`config.mk`:
```
export PLATFORM = sky130hd
export DESIGN_NAME = pc_stack_seq
export DESIGN_NICKNAME = d
export VERILOG_FILES = /design/src/rtl/pc_stack_seq.sv
export SDC_FILE = /design/constraint.sdc
export NUM_CORES = 1
export LEC_CHECK = 0
export CAP_MARGIN = 15
export CORE_UTILIZATION = 52
export DETAILED_ROUTE_END_ITERATION = 7
export MAX_ROUTING_LAYER = met4
export PLACE_DENSITY = 0.74
export SLEW_MARGIN = 0
export SYNTH_ARGS = -nofsm -noshare
export SYNTH_HDL_FRONTEND = slang
export SYNTH_SLANG_ARGS = --single-unit
```
`constraint.sdc`:
```
create_clock -name clk -period 2.6 [get_ports clk]
set_input_delay 0.52 -clock clk [delete_from_list [all_inputs] [get_ports clk]]
set_output_delay 0.52 -clock clk [all_outputs]
set_load 0.01 [all_outputs]
```
`src/rtl/pc_stack_seq.sv`:
```
// pc_stack_seq: next-PC sequencer with jump/branch/skip and a LIFO return stack
module pc_stack_seq #(
  parameter int PC_W = 17,
  parameter int STACK_DEPTH = 4,
  parameter logic [PC_W-1:0] RESET_VEC = '0,
  localparam int LW = $clog2(STACK_DEPTH + 1)
) (
  input  logic            clk,
  input  logic            reset,
  input  logic            en,
  input  logic [2:0]      op,
  input  logic [PC_W-1:0] target,
  input  logic            cond,
  output logic [PC_W-1:0] counter,
  output logic [LW-1:0]   level,
  output logic            stack_full,
  output logic            stack_empty,
  output logic            ovf,
  output logic            unf,
  output logic            err
);
  localparam int AW = STACK_DEPTH > 1 ? $clog2(STACK_DEPTH) : 1;
  localparam logic [2:0] OP_HOLD = 3'd0, OP_JUMP = 3'd2, OP_BR_IF = 3'd3,
                         OP_SKIP_IF = 3'd4, OP_CALL = 3'd5, OP_RET = 3'd6;
  logic [PC_W-1:0] stack [2**AW];
  logic [PC_W-1:0] inc1, inc2, pc_n;
  logic [LW-1:0]   lvl_m1, level_n;
  logic            push, pop, ovf_n, unf_n;
  assign stack_full  = level == LW'(STACK_DEPTH);
  assign stack_empty = level == '0;
  assign lvl_m1      = level - LW'(1);
  // next-state decode; faulted CALL/RET and reserved op fall through to increment
  always_comb begin
    inc1    = counter + PC_W'(1);
    inc2    = counter + PC_W'(2);
    push    = en && op == OP_CALL && !stack_full;
    pop     = en && op == OP_RET && !stack_empty;
    ovf_n   = en && op == OP_CALL && stack_full;
    unf_n   = en && op == OP_RET && stack_empty;
    level_n = push ? level + LW'(1) : pop ? lvl_m1 : level;
    pc_n    = !en                ? counter :
              op == OP_HOLD      ? counter :
              op == OP_JUMP      ? target :
              op == OP_BR_IF     ? (cond ? target : inc1) :
              op == OP_SKIP_IF   ? (cond ? inc2 : inc1) :
              push               ? target :
              pop                ? stack[lvl_m1[AW-1:0]] :
              inc1;
  end
  // PC, level and fault flags; reset overrides everything including en
  always_ff @(posedge clk) begin
    if (reset) begin
      counter <= RESET_VEC;
      level   <= '0;
      ovf     <= 1'b0;
      unf     <= 1'b0;
      err     <= 1'b0;
    end else begin
      counter <= pc_n;
      level   <= level_n;
      ovf     <= ovf_n;
      unf     <= unf_n;
      err     <= err | ovf_n | unf_n;
    end
  end
  // return-address storage; contents are not cleared, level alone marks validity
  always_ff @(posedge clk) begin
    if (push && !reset) stack[level[AW-1:0]] <= inc1;
  end
endmodule

```
==> results_dict.tcl <==
set metrics [dict create \
    crit_type "primary input to register" \
    hold_slack_ps 490 \
    synth_area_per_cell_um2 10.8 \
    postCtsHoldBufs 0 \
    met3_length_mm 1.31 \
    synth_most_common_cell "edfxtp_1" \
    endpoint_kind "register" \
    r2r_cells 6 \
    cp_cell_sequence "clkdlybuf4s50_1 > buf_4 > nor3b_2 > buf_4 > nand2b_1 > mux2i_1 > o32a_1 > nor2_1 > nor4_1" \
    worstPathRequired_ps 2870 \
    row_count 36 \
    cts_made_buffers 9 \
    hold_path_class "register to register" \
    n_antenna_cell 0 \
    fillers 789 \
    io_buffers 48 \
    netlist_area_mm2 0.00519 \
    via_per_inst 6.29 \
    fin_setup_tns_ps 0 \
    cp.depth 9 \
    cts_tree "built" \
    dr_wl_met2_mm 7.75 \
    avgRoutedWirePerCell_um 22.8 \
    highest_layer "met4" \
    syn-num-nets 514 \
    startpoint_type "primary input" \
    ant_nets 0 \
    cp_slowest_cell "clkdlybuf4s50_1" \
    overflow 0 \
    path_max_fanout 13 \
    hpwl_mm 12.5 \
    finish.net_count 618 \
    start_util_pct 53.4 \
    yosys_warnings 0 \
    dr.pass1.iters 6 \
    drive_above_1_share_pct 22.3 \
    period_share_pct 94.1 \
    fin_skew_ps 23.1 \
    synth_flop_cell "edfxtp_1" \
    period_minus_slack_ps 2450 \
    synth_edf_count 68 \
    grt_pass1_vias 4533 \
    track_usage_pct 34.8 \
    gp_congestion 0.966 \
    crit_buf_inv 3 \
    max_cap_violations 0 \
    wirelength_mm 16.5 \
    core_area_mm2 0.00973 \
    netlist_instances 483 \
    rsz0062_at_grt "false" \
    slew_viol_final 0 \
    grt_max_degree 21 \
    root_buffer "clkbuf_8" \
    synthArstFlopShare_pct 0 \
    regToRegSetupSlack_ps 160 \
    tightest_slew_ps 652 \
    ir_drop_mv 0.505 \
    ys_ff_latch 91 \
    crit_arrival_ps 2720 \
    synthTopCellsByCount "edfxtp_1, nand2_1, nor2_1" \
    critical_path.top_delay_family "buffers and inverters" \
    critPathMaxStageDelay_ps 550 \
    drt_iter0_markers 360 \
    cts_max_level 3 \
    max_freq_ghz 0.409 \
    vias 4558 \
    synth.distinct_cells 63 \
    ff_latch_area_mm2 0.00250 \
    final_core_util_pct 67.5 \
    dieHeight_um 102 \
    antenna_found_initial 0 \
    design.die.area_mm2 0.0104 \
    area_growth_syn_to_layout_pct 26.5 \
    die_w_um 102 \
    slew_headroom_pct 56.4 \
    setup_viol 0 \
    yosysTopAreaCell "edfxtp_1" \
    grt_first_pass_wirelength_mm 25.2 \
    crit_top_cell "buf_4" \
    ctsResizeCount 0 \
    hold_violations 0 \
    yosysTopAreaCellShare_pct 39.3 \
    numPlacedInstances 709 \
    whs_path_depth 1 \
    drc_errors 0 \
    wl_met1_mm 6.81 \
    p_leak_nw 2.34 \
    final_cells 725 \
    ys_seq_area_share_pct 48.2 \
    post-cts-setup-buffers 0 \
    cts.sinks 91 \
    multi_input_area_mm2 0.00245 \
    synthTopCellsByArea "edfxtp_1, dfxtp_1, mux4_2" \
    pin_count 49 \
    cts_max_path_buffers 2 \
    outcome "complete, no violations" \
    clkLatencyLatePin_ps 370 \
    clk_pin_slew_ps 120 \
    p_per_area_mw_per_mm2 488 \
]
power by group:
part	internal, mW	switching [mW]
sequential	1.59	0.0404
clock	0.390	0.605
combinational	0.269	0.308
total	2.25	0.954
worst reg2reg max path, cell delays in order, from the launching register on:
cell and delay [ps]:
dfxtp_1 680, nand3_2 360, nor4_1 450, xor2_1 420, mux2_2 240, o221ai_1 100, a21oi_1 140
per-stage QoR:
step	power (mW)	cell area [um^2]	setup slack [ps]
after CTS	3.22	6570	130
after global placement	2.22	6360	-84.5
final	3.20	6570	152
after detailed placement	2.23	6360	-170
after floorplan	1.95	5200	44.3
after global routing	3.32	6570	42.7
logic make-up (layout without fill, tap and decap cells):
family	after synthesis	after routing	share of synthesized area (%)
DFF	91	91	48.2
adders and majority gates	7	7	1.69
AOI/OAI and AO/OA	119	119	16.4
and+or+nand+nor	159	159	16.2
xor gates and xnor gates	27	27	4.55
buffers and inverters	55	164	4.74
muxes	25	25	8.21
layout make-up:
type,instances,share of cell area (%)
Sequential cell,91,38.1
Multi-Input combinational cell,337,37.2
Timing Repair Buffer,131,17.9
Tap cell,133,2.53
Clock buffer,9,1.89
Clock inverter,7,1.35
Inverter,17,0.971
state kept, by name, indices dropped and copies added, names as in the netlist:
signal and flops:
unf 1, level 3, err 1, counter 17
stack 68, ovf 1
routing by layer:
| metal | track usage (%) | vias up |
|---|---|---|
| met5 | - | - |
| met4 | 17.9 | 0 |
| met3 | 5.81 | 52 |
| met2 | 52.8 | 252 |
| met1 | 45.3 | 2191 |
| li1 | - | 2063 |
path summary, 6_finish.rpt:
check                                              from                  endpoint
worst min-delay path                     err$_SDFF_PP0_            err$_SDFF_PP0_
worst max register to register  counter[3]$_SDFFE_PP0P_  counter[14]$_SDFFE_PP0P_
worst max-delay path                              op[0]  counter[12]$_SDFFE_PP0P_
worst min register to register           err$_SDFF_PP0_            err$_SDFF_PP0_
placed cells by master (no fill, tap or decap), drive strengths merged, types with 3 or more instances in the layout:
cell,Yosys,routed
inv,17,20
ha,7,7
nand3,14,14
xor2,11,11
nor2b,4,4
edfxtp,68,68
o21a,5,5
o221ai,4,4
or2,5,5
a22oi,5,5
o221a,4,4
nand2,44,44
mux2i,10,10
xnor2,16,16
clkdlybuf4s50,0,48
a211oi,6,6
and3,10,10
clkinv,0,4
nor2,33,33
dfxtp,23,23
nor4,10,10
o22ai,7,7
a32oi,3,3
a31oi,7,7
o21ai,23,23
a21oi,23,23
nand4,8,8
nand2b,9,9
mux4,14,14
clkbuf,17,9
a222oi,4,4
a221oi,4,4
nor3,10,10
buf,21,83
o32a,3,3
a311oi,3,3
a211o,5,5
Power figures use the tool's default switching activity.
